## config.mk

```make
export PLATFORM = sky130hd
export DESIGN_NAME = mem_access_stage_flat
export DESIGN_NICKNAME = d
export VERILOG_FILES = /design/src/rtl/mem_access_stage_if.sv /design/src/rtl/mem_access_stage.sv /design/src/flat_wrapper.sv
export SDC_FILE = /design/constraint.sdc
export NUM_CORES = 1
export LEC_CHECK = 0
export CORE_MARGIN = 8
export CORE_UTILIZATION = 35
export DETAILED_ROUTE_END_ITERATION = 6
export GPL_TIMING_DRIVEN = 0
export PLACE_DENSITY = 0.87
export REMOVE_ABC_BUFFERS = 1
export SYNTH_ARGS = -nofsm -noshare
export SYNTH_HDL_FRONTEND = slang
export SYNTH_SLANG_ARGS = --single-unit
```

## constraint.sdc

```tcl
create_clock -name clk -period 2.33 [get_ports clk]
set_input_delay 0.233 -clock clk [delete_from_list [all_inputs] [get_ports clk]]
set_output_delay 0.233 -clock clk [all_outputs]
set_load 0.005 [all_outputs]
```

## src/rtl/mem_access_stage_if.sv

```systemverilog
// Data-memory port bundle: request/response signals between the memory stage and data memory.
interface mem_access_stage_if;
    logic        dmem_req;
    logic        dmem_we;
    logic [31:0] dmem_addr;
    logic [3:0]  dmem_be;
    logic [31:0] dmem_wdata;
    logic [31:0] dmem_rdata;
    logic        dmem_ready;

    // Pipeline stage side: issues requests, receives read data and ready.
    modport master (
        output dmem_req,
        output dmem_we,
        output dmem_addr,
        output dmem_be,
        output dmem_wdata,
        input  dmem_rdata,
        input  dmem_ready
    );

    // Memory side: accepts requests, returns read data and ready.
    modport slave (
        input  dmem_req,
        input  dmem_we,
        input  dmem_addr,
        input  dmem_be,
        input  dmem_wdata,
        output dmem_rdata,
        output dmem_ready
    );
endinterface

```

## src/rtl/mem_access_stage.sv

```systemverilog
// Memory stage: branch resolution, data-memory access with wait-state stall and timeout,
// load alignment/extension, and the MEM/WB pipeline register.
module mem_access_stage #(
    parameter int unsigned TIMEOUT_CYCLES = 16
) (
    input  logic        clk,
    input  logic        rst,
    input  logic [31:0] alu_result_exe,
    input  logic [31:0] data2_exe,
    input  logic [31:0] pc_target_exe,
    input  logic [4:0]  rd_exe,
    input  logic [2:0]  funct3_exe,
    input  logic        RegWrite_exe,
    input  logic        MemRead_exe,
    input  logic        MemWrite_exe,
    input  logic        MemtoReg_exe,
    input  logic        branch_exe,
    input  logic        jump_exe,
    input  logic        jalr_exe,
    input  logic        Zero_exe,
    input  logic        carry_out_exe,
    input  logic        Negative_exe,
    input  logic        Overflow_exe,
    mem_access_stage_if.master dmem,
    output logic        StallM,
    output logic        PCSrcM,
    output logic [31:0] PCTargetM,
    output logic        RegWrite_wb,
    output logic [4:0]  rd_wb,
    output logic [31:0] result_wb,
    output logic        misalign_wb,
    output logic        bus_err_wb
);

    typedef enum logic {StIdle, StWait} state_e;

    // Wide enough to hold TIMEOUT_CYCLES; never zero width.
    localparam int unsigned CntW = $clog2(TIMEOUT_CYCLES + 2);

    state_e          state_q, state_d;
    logic [CntW-1:0] cnt_q, cnt_d;

    logic        reg_write_wb_q, reg_write_wb_d;
    logic [4:0]  rd_wb_q, rd_wb_d;
    logic [31:0] result_wb_q, result_wb_d;
    logic        misalign_wb_q, misalign_wb_d;
    logic        bus_err_wb_q, bus_err_wb_d;

    logic [1:0]  byte_off;
    logic        mem_access;
    logic        misaligned;
    logic        mem_op;
    logic        abort;
    logic        branch_cond;
    logic [3:0]  be;
    logic [31:0] wdata;
    logic [31:0] shifted_rdata;
    logic [31:0] load_result;

    assign byte_off   = alu_result_exe[1:0];
    assign mem_access = MemRead_exe | MemWrite_exe;

    // Alignment check, byte enables and lane-replicated store data from access size.
    always_comb begin
        misaligned = 1'b0;
        be         = 4'b1111;
        wdata      = data2_exe;
        case (funct3_exe[1:0])
            2'b00: begin
                be    = 4'b0001 << byte_off;
                wdata = {4{data2_exe[7:0]}};
            end
            2'b01: begin
                misaligned = byte_off[0];
                be         = 4'b0011 << byte_off;
                wdata      = {2{data2_exe[15:0]}};
            end
            default: begin
                misaligned = (byte_off != 2'b00);
            end
        endcase
        misaligned = misaligned & mem_access;
    end

    assign mem_op = mem_access & ~misaligned;

    // Timeout fires only while still waiting on the final allowed cycle; ready wins over abort.
    assign abort = (state_q == StWait) && mem_op && !dmem.dmem_ready &&
                   (TIMEOUT_CYCLES != 0) && (cnt_q == CntW'(TIMEOUT_CYCLES));

    assign StallM = mem_op & ~dmem.dmem_ready & ~abort;

    // Request is gated by reset so an in-flight access drops immediately on reset.
    assign dmem.dmem_req   = mem_op & rst;
    assign dmem.dmem_we    = MemWrite_exe;
    assign dmem.dmem_addr  = {alu_result_exe[31:2], 2'b00};
    assign dmem.dmem_be    = be;
    assign dmem.dmem_wdata = wdata;

    // Branch condition from the registered rs1-rs2 flags.
    always_comb begin
        branch_cond = 1'b0;
        case (funct3_exe)
            3'b000:  branch_cond = Zero_exe;
            3'b001:  branch_cond = ~Zero_exe;
            3'b100:  branch_cond = Negative_exe ^ Overflow_exe;
            3'b101:  branch_cond = ~(Negative_exe ^ Overflow_exe);
            3'b110:  branch_cond = ~carry_out_exe;
            3'b111:  branch_cond = carry_out_exe;
            default: branch_cond = 1'b0;
        endcase
    end

    assign PCSrcM    = jump_exe | jalr_exe | (branch_exe & branch_cond);
    assign PCTargetM = pc_target_exe;

    // Load data alignment and sign/zero extension.
    always_comb begin
        shifted_rdata = dmem.dmem_rdata >> {byte_off, 3'b000};
        case (funct3_exe)
            3'b000:  load_result = {{24{shifted_rdata[7]}}, shifted_rdata[7:0]};
            3'b001:  load_result = {{16{shifted_rdata[15]}}, shifted_rdata[15:0]};
            3'b100:  load_result = {24'b0, shifted_rdata[7:0]};
            3'b101:  load_result = {16'b0, shifted_rdata[15:0]};
            default: load_result = shifted_rdata;
        endcase
    end

    // Wait-state FSM next state: count cycles spent waiting for ready.
    always_comb begin
        state_d = state_q;
        cnt_d   = cnt_q;
        case (state_q)
            StIdle: begin
                if (mem_op && !dmem.dmem_ready) begin
                    state_d = StWait;
                    cnt_d   = CntW'(1);
                end
            end
            StWait: begin
                if (!mem_op || dmem.dmem_ready || abort) begin
                    state_d = StIdle;
                    cnt_d   = '0;
                end else if (cnt_q != '1) begin
                    cnt_d = cnt_q + CntW'(1);
                end
            end
            default: begin
                state_d = StIdle;
                cnt_d   = '0;
            end
        endcase
    end

    // Wait-state FSM registers.
    always_ff @(posedge clk or negedge rst) begin
        if (!rst) begin
            state_q <= StIdle;
            cnt_q   <= '0;
        end else begin
            state_q <= state_d;
            cnt_q   <= cnt_d;
        end
    end

    // MEM/WB next state: bubble while stalled, otherwise capture the instruction's result.
    always_comb begin
        rd_wb_d        = rd_wb_q;
        result_wb_d    = result_wb_q;
        reg_write_wb_d = 1'b0;
        misalign_wb_d  = 1'b0;
        bus_err_wb_d   = 1'b0;
        if (!StallM) begin
            rd_wb_d        = rd_exe;
            result_wb_d    = MemtoReg_exe ? load_result : alu_result_exe;
            reg_write_wb_d = RegWrite_exe & ~misaligned & ~abort;
            misalign_wb_d  = misaligned;
            bus_err_wb_d   = abort;
        end
    end

    // MEM/WB pipeline register.
    always_ff @(posedge clk or negedge rst) begin
        if (!rst) begin
            reg_write_wb_q <= 1'b0;
            rd_wb_q        <= '0;
            result_wb_q    <= '0;
            misalign_wb_q  <= 1'b0;
            bus_err_wb_q   <= 1'b0;
        end else begin
            reg_write_wb_q <= reg_write_wb_d;
            rd_wb_q        <= rd_wb_d;
            result_wb_q    <= result_wb_d;
            misalign_wb_q  <= misalign_wb_d;
            bus_err_wb_q   <= bus_err_wb_d;
        end
    end

    assign RegWrite_wb = reg_write_wb_q;
    assign rd_wb       = rd_wb_q;
    assign result_wb   = result_wb_q;
    assign misalign_wb = misalign_wb_q;
    assign bus_err_wb  = bus_err_wb_q;

endmodule

```

## src/flat_wrapper.sv

```systemverilog
// flat-port wrapper written by rule: the top's interface ports become plain ports
module mem_access_stage_flat 
#(
    parameter int unsigned TIMEOUT_CYCLES = 16
)
  (clk, rst, alu_result_exe, data2_exe, pc_target_exe, rd_exe, funct3_exe, RegWrite_exe, MemRead_exe, MemWrite_exe, MemtoReg_exe, branch_exe, jump_exe, jalr_exe, Zero_exe, carry_out_exe, Negative_exe, Overflow_exe, StallM, PCSrcM, PCTargetM, RegWrite_wb, rd_wb, result_wb, misalign_wb, bus_err_wb, dmem_dmem_req, dmem_dmem_we, dmem_dmem_addr, dmem_dmem_be, dmem_dmem_wdata, dmem_dmem_rdata, dmem_dmem_ready);
  mem_access_stage_if dmem_i ();
  input  logic clk;
  input  logic rst;
  input  logic [31:0] alu_result_exe;
  input  logic [31:0] data2_exe;
  input  logic [31:0] pc_target_exe;
  input  logic [4:0] rd_exe;
  input  logic [2:0] funct3_exe;
  input  logic RegWrite_exe;
  input  logic MemRead_exe;
  input  logic MemWrite_exe;
  input  logic MemtoReg_exe;
  input  logic branch_exe;
  input  logic jump_exe;
  input  logic jalr_exe;
  input  logic Zero_exe;
  input  logic carry_out_exe;
  input  logic Negative_exe;
  input  logic Overflow_exe;
  output logic StallM;
  output logic PCSrcM;
  output logic [31:0] PCTargetM;
  output logic RegWrite_wb;
  output logic [4:0] rd_wb;
  output logic [31:0] result_wb;
  output logic misalign_wb;
  output logic bus_err_wb;
  output wire logic [$bits(dmem_i.dmem_req)-1:0] dmem_dmem_req;
  output wire logic [$bits(dmem_i.dmem_we)-1:0] dmem_dmem_we;
  output wire logic [$bits(dmem_i.dmem_addr)-1:0] dmem_dmem_addr;
  output wire logic [$bits(dmem_i.dmem_be)-1:0] dmem_dmem_be;
  output wire logic [$bits(dmem_i.dmem_wdata)-1:0] dmem_dmem_wdata;
  input wire logic [$bits(dmem_i.dmem_rdata)-1:0] dmem_dmem_rdata;
  input wire logic [$bits(dmem_i.dmem_ready)-1:0] dmem_dmem_ready;
  assign dmem_dmem_req = dmem_i.dmem_req;
  assign dmem_dmem_we = dmem_i.dmem_we;
  assign dmem_dmem_addr = dmem_i.dmem_addr;
  assign dmem_dmem_be = dmem_i.dmem_be;
  assign dmem_dmem_wdata = dmem_i.dmem_wdata;
  assign dmem_i.dmem_rdata = dmem_dmem_rdata;
  assign dmem_i.dmem_ready = dmem_dmem_ready;
  mem_access_stage #(.TIMEOUT_CYCLES(TIMEOUT_CYCLES)) u_core (.clk(clk), .rst(rst), .alu_result_exe(alu_result_exe), .data2_exe(data2_exe), .pc_target_exe(pc_target_exe), .rd_exe(rd_exe), .funct3_exe(funct3_exe), .RegWrite_exe(RegWrite_exe), .MemRead_exe(MemRead_exe), .MemWrite_exe(MemWrite_exe), .MemtoReg_exe(MemtoReg_exe), .branch_exe(branch_exe), .jump_exe(jump_exe), .jalr_exe(jalr_exe), .Zero_exe(Zero_exe), .carry_out_exe(carry_out_exe), .Negative_exe(Negative_exe), .Overflow_exe(Overflow_exe), .dmem(dmem_i), .StallM(StallM), .PCSrcM(PCSrcM), .PCTargetM(PCTargetM), .RegWrite_wb(RegWrite_wb), .rd_wb(rd_wb), .result_wb(result_wb), .misalign_wb(misalign_wb), .bus_err_wb(bus_err_wb));
endmodule
```

Yosys cells after proc, flatten, opt, wreduce, memory -nomap -nowiden
Cells that the tools add are included.
- register bits: 46
- bits of input ports: 150
- output and inout bits: 144
- equal/unequal tests: 10
- bitwise logic cells: 19
- reduce and logical (&&, ||, !) cells: 12
- multiplexer cells: 16
- shifts and indexed selects: 3
- add/subtract/negate cells: 1
- operators with widths (operator ; number):
    $pmux W32 S4 ; 1
    $pmux W32 S2 ; 1
    $mux W32 ; 1
    $shr A32 B5 Y32 ; 1
    $mux W5 ; 3
    $eq A3 B3 Y1 const B ; 4
    $pmux W5 S2 ; 1
    $and A1 B1 Y1 ; 8
    $pmux W4 S2 ; 1
    $not A1 Y1 ; 7
    $pmux W1 S6 ; 1
    $add A5 B1 Y5 const B ; 1
    $eq A5 B5 Y1 const B ; 1
    $mux W1 ; 5
    $ne A5 B5 Y1 const B ; 1
    $logic_and A1 B1 Y1 ; 4
    $pmux W1 S2 ; 2
    $shl A1 B2 Y4 const A ; 1
    $shl A2 B2 Y4 const A ; 1
    $eq A3 B1 Y1 const B ; 1
    $logic_not A3 Y1 ; 1
    $ne A3 B3 Y1 const B ; 1
    $or A1 B1 Y1 ; 3
    $eq A2 B1 Y1 const B ; 1
    7 further kinds ; 9

Depth between registers and ports, before layout
Gate-level depths: netlist of run 1.
- depth after elaboration: 11
- mapped depth: 7

Worst setup path before layout of run 1
Ideal clock, no wire load.
- kind: input-to-reg
- start: input funct3_exe[0]
- end: register u_core.rd_wb_q[3] (netlist: u_core.rd_wb[3])
- arrival: 1.804 ns
- buffers on the path: 3
- stages: 7
- required time: 2.205 ns
- path slack: 0.402 ns
- library setup time: 0.125 ns
- cell sequence: buf_2 -> or2_2 -> buf_2 -> a211o_1 -> nor2_1 -> buf_4 -> mux2_2
- longest elaborated chain between the ends: 10
- elaborated cells on any way between the ends: 12
- those cells by class: eq/ne: 1; mux: 1; bitwise: 6; reduce/logical: 4
- RTL lines (item ; RTL line ; source):
    start, declared ; flat_wrapper.sv:14 ; input logic [2:0] funct3_exe;
    $eq A2 B1 Y1 or $logic_not A2 Y1 (tied branches) ; mem_access_stage.sv:68 ; case (funct3_exe[1:0])
    $pmux W1 S2 (*) ; mem_access_stage.sv:68 ;
    $and A1 B1 Y1 (*) ; mem_access_stage.sv:82 ; misaligned = misaligned & mem_access;
    $not A1 Y1 (*) ; mem_access_stage.sv:85 ; assign mem_op = mem_access & ~misaligned;
    $and A1 B1 Y1 (*) ; mem_access_stage.sv:85 ;
    $logic_and A1 B1 Y1 (2 in a row) ; mem_access_stage.sv:88 ; assign abort = (state_q == StWait) && mem_op && !dmem.dmem_ready &&
    $logic_and A1 B1 Y1 ; mem_access_stage.sv:89 ; (TIMEOUT_CYCLES != 0) && (cnt_q == CntW'(TIMEOUT_CYCLES));
    $not A1 Y1 ; mem_access_stage.sv:91 ; assign StallM = mem_op & ~dmem.dmem_ready & ~abort;
    $and A1 B1 Y1 (*) ; mem_access_stage.sv:91 ;
    end signal, assigned ; mem_access_stage.sv:192 ; rd_wb_q <= rd_wb_d;
    end, declared ; mem_access_stage.sv:44 ; logic [4:0] rd_wb_q, rd_wb_d;
Every way passes the cells marked *; elsewhere a longest branch is shown, timed or not.
A chain may end at the register's enable or synchronous reset.

Worst setup path after layout of run 1
- start: input Overflow_exe
- end: output PCSrcM
- longest elaborated chain between the ends: 5
- RTL lines (item ; RTL line ; source):
    start, declared ; flat_wrapper.sv:25 ; input logic Overflow_exe;
    $xor A1 B1 Y1 (*) ; mem_access_stage.sv:106, mem_access_stage.sv:107 ;
    $not A1 Y1 ; mem_access_stage.sv:107 ; 3'b101: branch_cond = ~(Negative_exe ^ Overflow_exe);
    $pmux W1 S6 (*) ; mem_access_stage.sv:103 ; case (funct3_exe)
    $and A1 B1 Y1 (*) ; mem_access_stage.sv:114 ; assign PCSrcM = jump_exe | jalr_exe | (branch_exe & branch_cond);
    $or A1 B1 Y1 (*) ; mem_access_stage.sv:114 ;
    end, declared ; flat_wrapper.sv:27 ; output logic PCSrcM;
Marks and branches as above.

==> metrics.md, run 1 <==
| Metric | Value |
|---|---|
| Sequential element share of the synthesized area | `29.4%` |
| Avg Cell Area, Syn | `8.65 um2` |
| Final setup viols | `0` |
| Post-synth EDFFs | `0` |
| Yosys warning count | `0` |
| Worst-margin pin slew | `~1100 ps` |
| Int Pwr | `1.75 mW` |
| Top-Level Pins | `around 300` |
| Clock share of power | `between 10% and 20%` |
| Routed length on met1 | `6520 um` |
| Final Skew | `approximately 10 ps` |
| Min-Delay Endpoint | `PCTargetM[17]` |
| Synth area leader | `dfrtp_1` |
| Sinks on Clock Net | `46` |
| Fin crit period | `2230 ps` |
| # diodes | `0` |
| First-pass GRT wire length | `25200 um` |
| CORE AREA | `0.0109 mm2` |
| Max-Cap Viols | `0` |
| Initial DRC count | `approximately 240` |
| Worst setup EP type | `output pin` |
| Port-buffer cells | `between 200 and 250` |
| Switching Power | `784 uW` |
| Starting Density | `35.9%` |
| Synthesized area | `0.00391 mm2` |
| Final GP Congestion | `about 0.80` |
| Unrepaired setup endpoints after global routing | `false` |
| Synthesized instance count | `452` |
| Area contributors post-synth | `dfrtp_1 29%, buf_4 15%, mux2i_1 11%, nor2_1 3.9%, o31ai_2 3.8%` |
| PnR worst setup slack | `98.3 ps` |
| Max Buffers Root-to-Sink | `2` |
| Reg-to-reg slack, setup | `about 170 ps` |
| Upper clock frequency limit | `448 MHz` |
| Pleak | `roughly 2.4 nW` |
| Largest net degree at the start of global routing | `39` |
| CP delay by family, top | `buffers and inverters` |
| Failing checks | `design-rule violations` |
| HP Class | `input pin to output pin` |
| Critical path class | `input pin to output pin` |
| Most Frequent Cell on Critical Path | `clkdlybuf4s50_1` |
| Power Density | `428 mW/mm2` |
| Rel. slew slack | `around 28%` |
| Post-route cell area | `about 0.006 mm2` |
| CTS tree | `done` |
| Nets | `around 740` |
| R2R Path Start | `u_core.cnt_q[2]$_DFFE_PN0P_` |
| Vias per cell | `5.53` |
| Worst r2r dst | `u_core.result_wb[10]$_DFFE_PN0N_` |
| Sequential share of power | `37.3%` |
| Antenna violations before repair | `0` |
| Cell area after placement | `0.00573 mm2` |
| Worst path required time | `approximately 2100 ps` |
| Wirelength, routed | `16800 um` |
| Congestion Overflow GR | `0` |
| CP peak stage delay | `480 ps` |
| Seq cells post-synth | `46` |
| Min-delay src | `pc_target_exe[17]` |
| CTS buffer count | `5` |
| Final HPWL DP | `12900 um` |
| Routed wl met3 | `2370 um` |
| GRT Overall Usage | `approximately 22%` |
| Status | `finished with violations` |
| Worst Path Max Fanout | `2` |
| Drt drc | `1` |
| Die span in y | `122 um` |
| Max VDD drop | `0.225 mV` |
| Routed met2 length | `between 7000 and 8000 um` |
| Clk Latency, worst-skew pair | `roughly 310 ps` |
| FFs w/ async S/R, synth | `100%` |
| Die ar. | `0.0148 mm2` |
| Switching share of power | `30.9%` |
| Detail Route Antenna Nets | `0` |
| Highest metal used | `met5` |
| Final hold violation count | `0` |
| Hold depth | `0` |
| Slowest cell on crit path | `clkdlybuf4s50_1` |
| TritonRoute pass-1 iters | `7` |
| Critical path, cell by cell | `clkdlybuf4s50_1 > xor2_1 > o2111ai_1 > o311ai_1 > a211o_1 > clkdlybuf4s50_1` |
| Most used DFF post-synth | `dfrtp_1` |
| Most frequent cell after synthesis | `buf_4` |
| Post-Place Setup Slack | `-1780 ps` |
| # fillers | `975` |
| Vias in the first global route | `4442` |
| Critical Path Start Type | `input pin` |
| Slew Limit Fails | `0` |
| Number of distinct library cells after synthesis | `between 40 and 50` |
| Die Wd | `122 um` |
| FF-to-FF path depth | `4` |
| CTS H-tree depth | `2` |
| Layout cells sized above 1 | `9.98%` |
| Area share of the leading cell type in the synthesized netlist | `between 20% and 30%` |
| Wire per inst | `23.0 um` |
| CTS root buf | `clkbuf_8` |
| P&R area growth vs syn | `51.6%` |
| Critical path arrival | `2000 ps` |
| Rows | `38` |
| Period utilisation layout | `95.8%` |
| Gate power share | `43.5%` |
| Most common library cells after synthesis | `76 x buf_4, 46 x dfrtp_1, 42 x mux2i_1` |
| Via count | `4046` |
| Power Total | `~2.5 mW` |
| Buffers and inverters on the worst path | `2` |
[power by group through the flow]
stage / Clock [mW] / Sequential [mW] / Combinational, mW
floorplan: 0 / 0.966 / 0.316
global placement: 0 / 0.959 / 1.04
detailed placement: 0 / 0.964 / 1.07
CTS: 0.496 / 0.946 / 1.11
global route: 0.542 / 0.958 / 1.19
finish: 0.486 / 0.946 / 1.10
[how the worst max path moves through the flow]
| stage | end | depth (start not counted) | slack (ps) | startpoint |
|---|---|---|---|---|
| 3_3_place_gp | StallM | 5 | -3930 | funct3_exe[1] |
| 3_5_place_dp | StallM | 6 | -1780 | funct3_exe[1] |
| 6_report | PCSrcM | 6 | 100 | Overflow_exe |
| 5_1_grt | PCSrcM | 6 | 30 | Overflow_exe |
| 4_1_cts | PCSrcM | 5 | 20 | Overflow_exe |
| 2_1_floorplan | u_core.rd_wb[3]$_DFFE_PN0N_ | 4 | -970 | funct3_exe[1] |
[cells by family (layout without fill, tap and decap cells)]
family                     after synthesis  in the layout  share of synthesized area, %
and+or+nand+nor                        127            128                          14.7
buffers and inverters                  116            253                          18.9
AOI/OAI and AO/OA                      100            100                          20.4
muxes                                   57             57                          15.1
DFF                                     46             46                          29.4
adders and majority gates                3              3                         0.960
xor gates and xnor gates                 2              2                         0.448
other                                    1              2                        0.0959
[state kept, by name (all words and copies together), names as in the netlist]
name and count:
u_core.RegWrite_wb 1, u_core.result_wb 32, u_core.misalign_wb 1, u_core.cnt_q 5
u_core.bus_err_wb 1, u_core.state_q 1, u_core.rd_wb 5
[through the flow]
step                instances  TNS, ps  hold WS (ps)  utilization [%]
finish                    731        0           466             54.5
CTS                       731        0           458             54.5
floorplan                 343   -31950         -62.6                -
detailed placement        716   -72810           284             52.7
global placement          710  -168600           466             51.8
global route              731        0           466             54.5
[timing repair]
action                                  4_1_cts  5_1_grt
cloned                                        2        0
hold buffers                                  2        0
hold endpoints to repair                     24        0
setup buffers                                 4        0
endpoints found under the setup margin       76        8
resized for setup                            32        3
pin swaps                                     4        0
[final cells by class]
cell class / count / area [um2] / area share [%]
Timing Repair Buffer: 240 / 2420 / 40.9
Inverter: 6 / 22.5 / 0.380
Multi-Input combinational cell: 292 / 2080 / 35.0
Clock inverter: 1 / 7.51 / 0.127
Tap cell: 140 / 175 / 2.95
Sequential cell: 46 / 1150 / 19.4
Clock buffer: 6 / 72.6 / 1.22
[cells in the final DEF, fill, tap and decap left out, types with 4 or more instances in the layout]
master / n
inv_1: 6
clkdlybuf4s50_1: 220
o21ai_0: 17
o31ai_1: 4
buf_4: 9
clkbuf_8: 5
a21oi_1: 8
o31ai_2: 12
nand2_1: 36
a221oi_1: 9
o22ai_1: 9
dfrtp_1: 46
nand4_1: 6
nand2b_1: 4
o2bb2ai_1: 15
a211oi_1: 9
mux2_2: 12
buf_2: 4
nor2_1: 39
mux2i_1: 42
nand3_1: 27
[per-layer routing]
layer	track usage (%)	up-vias
met5	2.63	-
met4	6.01	2
met3	12.2	24
met2	35.3	281
met1	24.5	1903
li1	-	1836
Power figures use the tool's default switching activity.
==> run 2: changes to the inputs <==
--- a/config.mk
+++ b/config.mk
@@ -8,7 +8,6 @@
 export CORE_MARGIN = 8
 export CORE_UTILIZATION = 35
 export DETAILED_ROUTE_END_ITERATION = 6
-export GPL_TIMING_DRIVEN = 0
 export PLACE_DENSITY = 0.87
 export REMOVE_ABC_BUFFERS = 1
 export SYNTH_ARGS = -nofsm -noshare
==> metrics.md, run 2 (synthesis results as in run 1) <==
| Metric | Value |
|---|---|
| Status | `finished, final reports clean (was finished with violations)` |
| CP peak stage delay | `530 ps (was 480 ps)` |
| Unrepaired setup endpoints after global routing | `false (unchanged)` |
| Upper clock frequency limit | `445 MHz (was 448 MHz)` |
| Power Density | `423 mW/mm2 (was 428 mW/mm2)` |
| Post-route cell area | `0.00603 mm2 (was 0.00593 mm2)` |
| Switching Power | `790 uW (was 784 uW)` |
| FF-to-FF path depth | `7 (was 4)` |
| Wire per inst | `22.8 um (was 23.0 um)` |
| Nets | `765 (was 744)` |
| Final Skew | `8.43 ps (was 10.2 ps)` |
| Most Frequent Cell on Critical Path | `buf_4 (was clkdlybuf4s50_1)` |
| Detail Route Antenna Nets | `0 (unchanged)` |
| Worst-margin pin slew | `598 ps (was 1080 ps)` |
| Period utilisation layout | `96.5% (was 95.8%)` |
| Largest net degree at the start of global routing | `47 (was 39)` |
| HP Class | `input pin to async pin (was input pin to output pin)` |
| Worst-path clk slew | `90 ps` |
| Critical Path Stages | `8 (was 6)` |
| Sinks on Clock Net | `46 (unchanged)` |
| Critical Path Start Type | `input pin (unchanged)` |
| P&R area growth vs syn | `54.3% (was 51.6%)` |
| Post-Place Setup Slack | `-1.84 ps (was -1780 ps)` |
| Wirelength, routed | `17100 um (was 16800 um)` |
| Final GP Congestion | `0.833 (was 0.796)` |
| CTS tree | `done (unchanged)` |
| Met3 usage | `11.8% (was 12.2%)` |
| Rel. slew slack | `60.1% (was 27.9%)` |
| Die ar. | `0.0148 mm2 (unchanged)` |
| Pleak | `2.50 nW (was 2.41 nW)` |
| Vias in the first global route | `4583 (was 4442)` |
| Clock share of power | `19.3% (was 19.2%)` |
| Max VDD drop | `0.244 mV (was 0.225 mV)` |
| Layout cells sized above 1 | `12.1% (was 9.98%)` |
| Setup TNS Final | `0 ps (unchanged)` |
| Met1 usage | `25.0% (was 24.5%)` |
| Worst path required time | `2100 ps (about the same)` |
| Fin crit period | `2250 ps (was 2230 ps)` |
| Vias per cell | `5.52 (was 5.53)` |
| Die span in y | `122 um (unchanged)` |
| Rows | `38 (unchanged)` |
| TritonRoute pass-1 iters | `4 (was 7)` |
| Slowest cell on crit path | `clkdlybuf4s50_1 (unchanged)` |
| Placed cell count | `745 (was 716)` |
| Max-Cap Viols | `0 (unchanged)` |
| Max Buffers Root-to-Sink | `2 (unchanged)` |
| Busiest grt layer | `met2 (unchanged)` |
| Clk Latency, worst-skew pair | `300 ps (was 310 ps)` |
| Critical path, cell by cell | `clkdlybuf4s50_1 > buf_4 > buf_4 > nor2_2 > buf_4 > nand2_1 > nand2_1 > clkdlybuf4s50_1 (was clkdlybuf4s50_1 > xor2_1 > o2111ai_1 > o311ai_1 > a211o_1 > clkdlybuf4s50_1)` |
| Grt met2 use | `36.6% (was 35.3%)` |
| Die Wd | `122 um (unchanged)` |
| Top-Level Pins | `294 (unchanged)` |
| Port-buffer cells | `227 (unchanged)` |
| Slew Limit Fails | `0 (unchanged)` |
| Final setup viols | `0 (unchanged)` |
| Initial DRC count | `207 (was 239)` |
| CORE AREA | `0.0109 mm2 (unchanged)` |
| Starting Density | `35.9% (unchanged)` |
| GRT Overall Usage | `22.3% (was 22.0%)` |
| Most common cell after layout, fill and taps aside | `clkdlybuf4s50_1 (unchanged)` |
| Max reg flops | `32 (unchanged)` |
| CTS H-tree depth | `2 (unchanged)` |
| Non-filler cells, final | `753 (was 731)` |
| Drt drc | `0 (was 1)` |
| Int Pwr | `1.76 mW (was 1.75 mW)` |
| Gate power share | `43.2% (was 43.5%)` |
| Reg-to-reg slack, setup | `480 ps (was 170 ps)` |
| Antenna violations before repair | `0 (unchanged)` |
| Worst Path Max Fanout | `19 (was 2)` |
| CP delay by family, top | `buffers and inverters (unchanged)` |
| PnR worst setup slack | `81.8 ps (was 98.3 ps)` |
| Final HPWL DP | `14300 um (was 12900 um)` |
| # diodes | `0 (unchanged)` |
| Final hold violation count | `0 (unchanged)` |
| Sequential share of power | `37.4% (was 37.3%)` |
| CTS root buf | `clkbuf_8 (unchanged)` |
| Cell area after placement | `0.00594 mm2 (was 0.00573 mm2)` |
| Buffers and inverters on the worst path | `5 (was 2)` |
| Switching share of power | `31.0% (was 30.9%)` |
| CTS buffer count | `5 (unchanged)` |
| Critical path class | `input pin to output pin (unchanged)` |
| Worst setup EP type | `output pin (unchanged)` |
| First-pass GRT wire length | `25900 um (was 25200 um)` |
| Congestion Overflow GR | `0 (unchanged)` |
| Via count | `4155 (was 4046)` |
| Critical path arrival | `2020 ps (was 2000 ps)` |
| Most frequent cells in the layout | `224 x clkdlybuf4s50_1, 46 x dfrtp_1, 42 x mux2i_1, 39 x nor2_1, 36 x nand2_1 (was 220 x clkdlybuf4s50_1, 46 x dfrtp_1, 42 x mux2i_1, 39 x nor2_1, 36 x nand2_1)` |
## run 2: power by group through the flow
stage          clock, mW  sequential [mW]  combinational [mW]
2_1_floorplan          0            0.966               0.316
3_3_place_gp           0            0.967                1.09
3_5_place_dp           0            0.970                1.11
4_1_cts            0.500            0.954                1.12
5_1_grt            0.534            0.967                1.19
6_report           0.492            0.955                1.10
## run 2: metal layers
metal | wire, um | share of wire [%]
met3 | 2360 | 14
met4 | 239 | 1.4
met1 | 6700 | 39
met2 | 7780 | 45
met5 | 58 | 0.34
## run 2: worst paths after layout
path / from / endpoint
setup / recovery: funct3_exe[1] / dmem_dmem_wdata[9]
hold / removal: rst / u_core.result_wb[30]$_DFFE_PN0N_
setup reg to reg: u_core.cnt_q[0]$_DFFE_PN0P_ / u_core.result_wb[0]$_DFFE_PN0N_
hold reg to reg: u_core.result_wb[25]$_DFFE_PN0N_ / u_core.result_wb[25]$_DFFE_PN0N_
max in group asynchronous: rst / u_core.misalign_wb$_DFF_PN0_
min in group clk: pc_target_exe[17] / PCTargetM[17]
## run 2: final cells by class
cell class	instances	area [um2]
Fill cell	948	4860
Timing Repair Buffer	262	2550
Multi-Input combinational cell	291	2040
Sequential cell	46	1150
Tap cell	140	175
Clock buffer	6	72.6
Inverter	6	22.5
Clock inverter	2	13.8
## run 2: worst register-to-register path, stage by stage (launching register included)
cell	delay (ps)
dfrtp_1	450
inv_1	70
ha_1	210
and4_1	230
nor2_4	130
buf_4	280
buf_4	260
o21ai_0	120
## run 2: through the flow
step / power [mW] / hold slack [ps] / util (%)
after floorplan: 1.28 / -62.6 / -
after global placement: 2.05 / 463 / 54.6
after detailed placement: 2.08 / 466 / 54.6
after CTS: 2.57 / 143 / 55.4
after global routing: 2.69 / 184 / 55.4
final: 2.55 / 129 / 55.4
## run 2: what timing repair did
item | CTS | global route
setup buffers | 0 | 0
hold buffers | 0 | 0
setup endpoints to repair | 0 | 6
resized for setup | 0 | 3
